File: src/rtl/cv32e40p_if_instr_queue.sv
`default_nettype none
// ============================================================================
// Module   : cv32e40p_if_instr_queue
// Brief    : DEPTH-entry IF/ID decoupling FIFO. Each entry holds a
//            decompressed instruction, its PC and three status flags.
//            flush_i empties the queue in one cycle.
// Options  : CV32E40P_IF_QUEUE_BYPASS_EN - when defined, an empty queue
//            forwards in_* straight to out_* in the same cycle.
// Revision : 1.0 - initial release
// ============================================================================
module cv32e40p_if_instr_queue #(
  parameter int DEPTH = 2,
  parameter int CNT_W = $clog2(DEPTH + 1)
) (
  input  logic             clk,
  input  logic             rst,
  input  logic             flush_i,
  input  logic             in_valid_i,
  output logic             in_ready_o,
  input  logic [31:0]      in_instr_i,
  input  logic [31:0]      in_pc_i,
  input  logic             in_compressed_i,
  input  logic             in_illegal_c_i,
  input  logic             in_fetch_failed_i,
  output logic             out_valid_o,
  input  logic             out_ready_i,
  output logic [31:0]      out_instr_o,
  output logic [31:0]      out_pc_o,
  output logic             out_compressed_o,
  output logic             out_illegal_c_o,
  output logic             out_fetch_failed_o,
  output logic [CNT_W-1:0] count_o,
  output logic             empty_o,
  output logic             full_o,
  output logic             perf_starve_o
);

  localparam int PTR_W   = $clog2(DEPTH);
  localparam int ENTRY_W = 67;

  // Entry layout: {fetch_failed, illegal_c, compressed, pc[31:0], instr[31:0]}
  logic [ENTRY_W-1:0] mem_q [DEPTH];

  logic [PTR_W-1:0]   rd_ptr_q, rd_ptr_d;
  logic [PTR_W-1:0]   wr_ptr_q, wr_ptr_d;
  logic [CNT_W-1:0]   cnt_q, cnt_d;

  logic               empty;
  logic               full;
  logic               bypass;
  logic               bypass_take;
  logic               out_valid;
  logic               push;
  logic               pop;
  logic               wr_en;
  logic               rd_adv;
  logic [ENTRY_W-1:0] in_entry;
  logic [ENTRY_W-1:0] head_entry;
  logic [ENTRY_W-1:0] out_entry;

  assign in_entry = {in_fetch_failed_i, in_illegal_c_i, in_compressed_i, in_pc_i, in_instr_i};

  assign empty = (cnt_q == '0);
  assign full  = (cnt_q == CNT_W'(DEPTH));

`ifdef CV32E40P_IF_QUEUE_BYPASS_EN
  // An empty queue exposes the incoming entry directly; flush kills it.
  assign bypass = empty & in_valid_i & ~flush_i;
`else
  assign bypass = 1'b0;
`endif

  assign out_valid   = ~empty | bypass;
  assign head_entry  = bypass ? in_entry : mem_q[rd_ptr_q];

  // Handshakes; flush overrides both sides.
  assign push        = in_valid_i & ~full & ~flush_i;
  assign pop         = out_valid & out_ready_i & ~flush_i;

  // A bypassed entry consumed in the same cycle never touches storage.
  assign bypass_take = bypass & out_ready_i;
  assign wr_en       = push & ~bypass_take;
  assign rd_adv      = pop & ~bypass_take;

  // Next-state for pointers and occupancy; wrap uses an explicit compare.
  always_comb begin
    rd_ptr_d = rd_ptr_q;
    wr_ptr_d = wr_ptr_q;
    cnt_d    = cnt_q;
    if (flush_i) begin
      rd_ptr_d = '0;
      wr_ptr_d = '0;
      cnt_d    = '0;
    end else begin
      if (wr_en) begin
        wr_ptr_d = (wr_ptr_q == PTR_W'(DEPTH - 1)) ? '0 : wr_ptr_q + PTR_W'(1);
      end
      if (rd_adv) begin
        rd_ptr_d = (rd_ptr_q == PTR_W'(DEPTH - 1)) ? '0 : rd_ptr_q + PTR_W'(1);
      end
      case ({wr_en, rd_adv})
        2'b10:   cnt_d = cnt_q + CNT_W'(1);
        2'b01:   cnt_d = cnt_q - CNT_W'(1);
        default: cnt_d = cnt_q;
      endcase
    end
  end

  // Pointer and occupancy registers, cleared asynchronously.
  always_ff @(posedge clk or posedge rst) begin
    if (rst) begin
      rd_ptr_q <= '0;
      wr_ptr_q <= '0;
      cnt_q    <= '0;
    end else begin
      rd_ptr_q <= rd_ptr_d;
      wr_ptr_q <= wr_ptr_d;
      cnt_q    <= cnt_d;
    end
  end

  // Slot storage; not reset because outputs are gated while empty.
  always_ff @(posedge clk) begin
    if (wr_en) begin
      mem_q[wr_ptr_q] <= in_entry;
    end
  end

  // Data outputs are zero whenever no valid head exists.
  assign out_entry          = out_valid ? head_entry : '0;
  assign out_instr_o        = out_entry[31:0];
  assign out_pc_o           = out_entry[63:32];
  assign out_compressed_o   = out_entry[64];
  assign out_illegal_c_o    = out_entry[65];
  assign out_fetch_failed_o = out_entry[66];

  assign out_valid_o   = out_valid;
  assign in_ready_o    = ~full;
  assign count_o       = cnt_q;
  assign empty_o       = empty;
  assign full_o        = full;
  assign perf_starve_o = out_ready_i & ~out_valid;

endmodule
`default_nettype wire

File: config.mk
export PLATFORM = sky130hd
export DESIGN_NAME = cv32e40p_if_instr_queue
export DESIGN_NICKNAME = d
export VERILOG_FILES = /design/src/rtl/cv32e40p_if_instr_queue.sv
export SDC_FILE = /design/constraint.sdc
export NUM_CORES = 1
export LEC_CHECK = 0
export CORE_AREA = 3 3 116 118
export CTS_BUF_LIST = sky130_fd_sc_hd__clkbuf_16
export CTS_CLUSTER_DIAMETER = 120
export CTS_CLUSTER_SIZE = 10
export DETAILED_ROUTE_END_ITERATION = 8
export DIE_AREA = 0 0 119 121
export GPL_ROUTABILITY_DRIVEN = 0
export PLACE_DENSITY_LB_ADDON = 0.2
export SLEW_MARGIN = 25
export SYNTH_ARGS = -nofsm -noshare
export SYNTH_HDL_FRONTEND = slang
export SYNTH_SLANG_ARGS = --single-unit
File: constraint.sdc
create_clock -name clk -period 5.8 [get_ports clk]
set_input_delay 1.16 -clock clk [delete_from_list [all_inputs] [get_ports clk]]
set_output_delay 1.16 -clock clk [all_outputs]
set_load 0.1 [all_outputs]
==> run summary <==
The fraction of power consumed by the clock network is 0.345. The most common cell in the synthesized netlist is edfxtp_1. Summed over all nets, the switching power comes to 0.773 mW.

The average via count per standard cell is 4.72. The die is 121 um tall. Across every metal layer, demand over resource in global routing totals 0.150. The adder-cell share of the synthesized area is 0. The areal power density over the cells came out at 354 mW/mm^2. The number of unique standard cell types used by synthesis came out at 23. The sequential cell fraction of total power is 0.443. After clock tree synthesis, the clock-pin slew on the worst setup and hold paths is 0.05 ns. The highest-delay cell along the critical path is clkdlybuf4s50_1.

The largest fanout on the critical path came out at 57. The complex-gate fraction of the synthesized area is 0.00873. The met3 wire length came out at 510 um. The post-layout total power came out at 2.63 mW. The count of state elements after synthesis came out at 138. The worst slew margin relative to its limit is 0.301. The routed length per placed instance is 15.9 um.

Summed over all layers, the global routing overflow is 0. The area of the core is 0.0126 mm^2. Counting cells, the worst reg-to-reg path comes to 4. The portion of netlist area occupied by mux cells came out at 0.128. The tree is rooted in a clkbuf_16.

Summing over every cut layer, the via total after detailed routing is 3,054. The delay of the slowest cell on the worst path came out at 1.15 ns. The arrival time at the worst endpoint came out at 3.24 ns.

The internal portion of the total power is 1.86 mW. After detailed routing, no signal wire sits above met4. Of the total synthesized cell area, the portion taken by AND, OR, NAND and NOR gates is 0.0618. The number of routed nets with antenna violations is 0. The number of maximum-capacitance violations is 0. The fraction of registers with async set or reset after synthesis came out at 0.0290. The switching share of power came out at 0.294. The clock passes through at most 2 buffers. The first global-routing pass estimated 16,400 um of wire. The sequential share of the synthesized area came out at 0.778. The required time at the endpoint of the critical path came out at 4.64 ns. The floorplan step set the die width to 119 um. In the synthesized netlist, the number of instances is 312. For this run, the leading register cell type out of synthesis is edfxtp_1. The count of routing violations after the opening detailed-route iteration came out at 159. The detailed router put a total of 4180 um of wire on met1. The clock skew after layout came out at 0.00357 ns. The critical path in this run is classified as reg2out. TritonCTS built the clock tree. The post-CTS repair timing setup buffer count is 0.

The setup slack at placement is 1.62 ns. The post-route minimum period is 4.40 ns. The worst setup margin came out at 1.40 ns. The total inserted antenna cells came out at 0. The highest clock frequency the design can meet is 0.227 GHz. The number of global-route vias before repair is 3,264. The worst setup path is launched from a flop. The leakage power total came out at 2.47 nW. During placement, the flow inserted port buffers numbering 145. By area, the combinational part of the netlist is dominated by multiplexers.

After synthesis, the most frequently instantiated cells are edfxtp_1 (134), mux2i_1 (68), nor2_1 (68). The critical path buffer and inverter count came out at 2. The cell area that synthesis handed to floorplanning was 0.00530 mm^2.

The measured slew at the worst slew-check pin is 1.05 ns. The H-tree depth is 4. The number of remaining DRC errors came out at 0.

The count of filler cells inserted in the layout is 1,001. The number of antenna violations at the first check in global routing came to 0. In the final layout, the share of cells above drive strength 1 is 0.0716. The detailed-routed wire length on met2 is 5360 um. The critical path goes through buf_4 -> mux2i_1 -> nor2_1 -> clkdlybuf4s50_1. The flow ran to the end, and the final reports show no timing, DRC or antenna violations. After clock tree synthesis, the repair step resized 0 gates. The register-to-register path setup slack is 3.68 ns. Setup repair after global routing left no endpoint under its margin. The die covers 0.0144 mm^2. Grouping stages by cell kind, the critical path spends the most delay in buffers and inverters.

The synthesized area per cell is 17.0 um^2. The summed negative setup slack over all endpoints is 0 ns. The number of hold violations in the final report came out at 0. The worst hold path begins at wr_ptr_q. The synthesized net count came out at 384.

The class of the tightest hold or removal check is reg2reg. The xor and xnor fraction of the mapped netlist area is 0.00165. The initial core utilization is 0.422. The number of CTS-inserted buffers came out at 17. The final max-slew violation count is 0. After synthesis, the cell types taking the most area are edfxtp_1 (76%), mux2i_1 (13%), nor2_1 (4.8%), dfrtp_1 (1.9%), buf_2 (0.94%). The first TritonRoute pass finished after 4 iterations. At the end of the flow, the number of nets in the layout was 539. STA classifies the critical path endpoint as an output port.

In this run the critical register-to-register path is captured at mem_q[1][61]. The final period utilization is 0.759. The largest net degree at the start of global routing is 68. Of the post-synthesis cell area, the dominant cell type holds 0.759. The cell taking the most area after synthesis is edfxtp_1. The relative contribution of combinational cells to total power is 0.211.

The number of sinks driven by the clock tree came out at 138. The number of placement rows came out at 41. The hold buffer count at cts came out at 0. The area added between synthesis and finish came out at 40.2%. The number of cells traversed by the worst hold path came out at 2.

Once detailed placement completed, the half-perimeter wirelength came to 6360 um. The total routed wirelength came out at 10,300 um. The number of warnings reported in the yosys synthesis log is 0. The path with the worst hold slack has its endpoint at wr_ptr_q.

In this run the critical register-to-register path is launched from count_o[0]. Clock latency on the worst-skew pair, taken at its later pin, is 0.40 ns. The number of top-level pins came out at 146.

The worst-case IR drop observed on VDD is 0.211 mV. The setup-violating endpoint count in the final report is 0. The number of enable flip-flop cells after synthesis came out at 134.
-- power by group through the flow --
stage | Combinational (mW) | Sequential, mW | Clock (mW)
4_1_cts | 0.561 | 1.17 | 0.934
6_report | 0.556 | 1.17 | 0.907
3_3_place_gp | 0.557 | 1.18 | 0
2_1_floorplan | 0.413 | 1.17 | 0
3_5_place_dp | 0.560 | 1.19 | 0
5_1_grt | 0.578 | 1.17 | 0.978
-- final cells by class --
cell class,count,area (um^2),share of cell area
Clock inverter,10,66.3,0.00892
Multi-Input combinational cell,155,1090,0.146
Clock buffer,17,425,0.0572
Timing Repair Buffer,151,1500,0.201
Sequential cell,138,4130,0.555
Tap cell,172,215,0.0290
Inverter,4,15.0,0.00202
-- cell usage in the layout (no fill, tap or decap) --
| cell | instances |
|---|---|
| clkinv_1 | 5 |
| dfrtp_1 | 3 |
| nand2b_4 | 1 |
| xor2_1 | 1 |
| nor3b_4 | 1 |
| and2_1 | 1 |
| mux2i_1 | 68 |
| dfrtp_4 | 1 |
| nand2_1 | 1 |
| bufinv_16 | 1 |
| or2_4 | 1 |
| nand3b_1 | 1 |
| o211ai_1 | 1 |
| or3_1 | 1 |
| clkdlybuf4s50_1 | 145 |
| inv_2 | 2 |
| clkinv_2 | 2 |
| a21oi_1 | 4 |
| nor2_1 | 68 |
| buf_4 | 6 |
| a21o_2 | 1 |
| nor3_4 | 1 |
| o21ai_0 | 2 |
| nor3b_1 | 1 |
| edfxtp_1 | 134 |
| or2_1 | 1 |
| inv_1 | 4 |
| clkbuf_16 | 17 |
-- metal layers --
layer  track usage  vias to the layer above
met2         0.254                       86
met4        0.0710                        0
met5             0                        -
met3        0.0517                       17
li1              -                     1468
met1         0.172                     1483
-- kinds of logic (layout without fill, tap and decap cells) --
kind of cell / count (synthesis) / in the layout
multiplexers: 68 / 68
XOR/XNOR: 1 / 1
AND/OR/NAND/NOR: 78 / 78
buffers and inverters: 19 / 182
flip-flops: 138 / 138
AO/OA/AOI/OAI: 8 / 8
-- worst min-delay path, cell delays in order, from the launching register on --
cell and delay, ns:
dfrtp_1 0.42, o21ai_0 0.09, a21oi_1 0.07
-- through the flow --
stage / instances / util / hold WS, ns / instance area [um^2]
3_3_place_gp: 620 / 0.552 / 0.599 / 6940
6_report: 647 / 0.591 / 0.621 / 7430
5_1_grt: 647 / 0.591 / 0.656 / 7430
2_1_floorplan: 312 / - / 0.542 / 5310
3_5_place_dp: 620 / 0.552 / 0.628 / 6940
4_1_cts: 647 / 0.591 / 0.630 / 7430
-- worst max path at each step --
stage	cells after the start	from	end	slack (ns)
global placement	3	out_ready_i	perf_starve_o	1.63
detailed placement	3	out_ready_i	perf_starve_o	1.62
floorplan	3	count_o[0]	mem_q[1][0]	1.05
global route	4	rd_ptr_q	out_instr_o[17]	1.32
CTS	4	rd_ptr_q	out_instr_o[17]	1.38
finish	4	rd_ptr_q	out_instr_o[17]	1.40
-- registers in the layout, indices dropped and copies added (netlist names) --
name	count
count_o	2
mem_q	134
rd_ptr_q	1
wr_ptr_q	1
(Power assumes the default switching activity.)
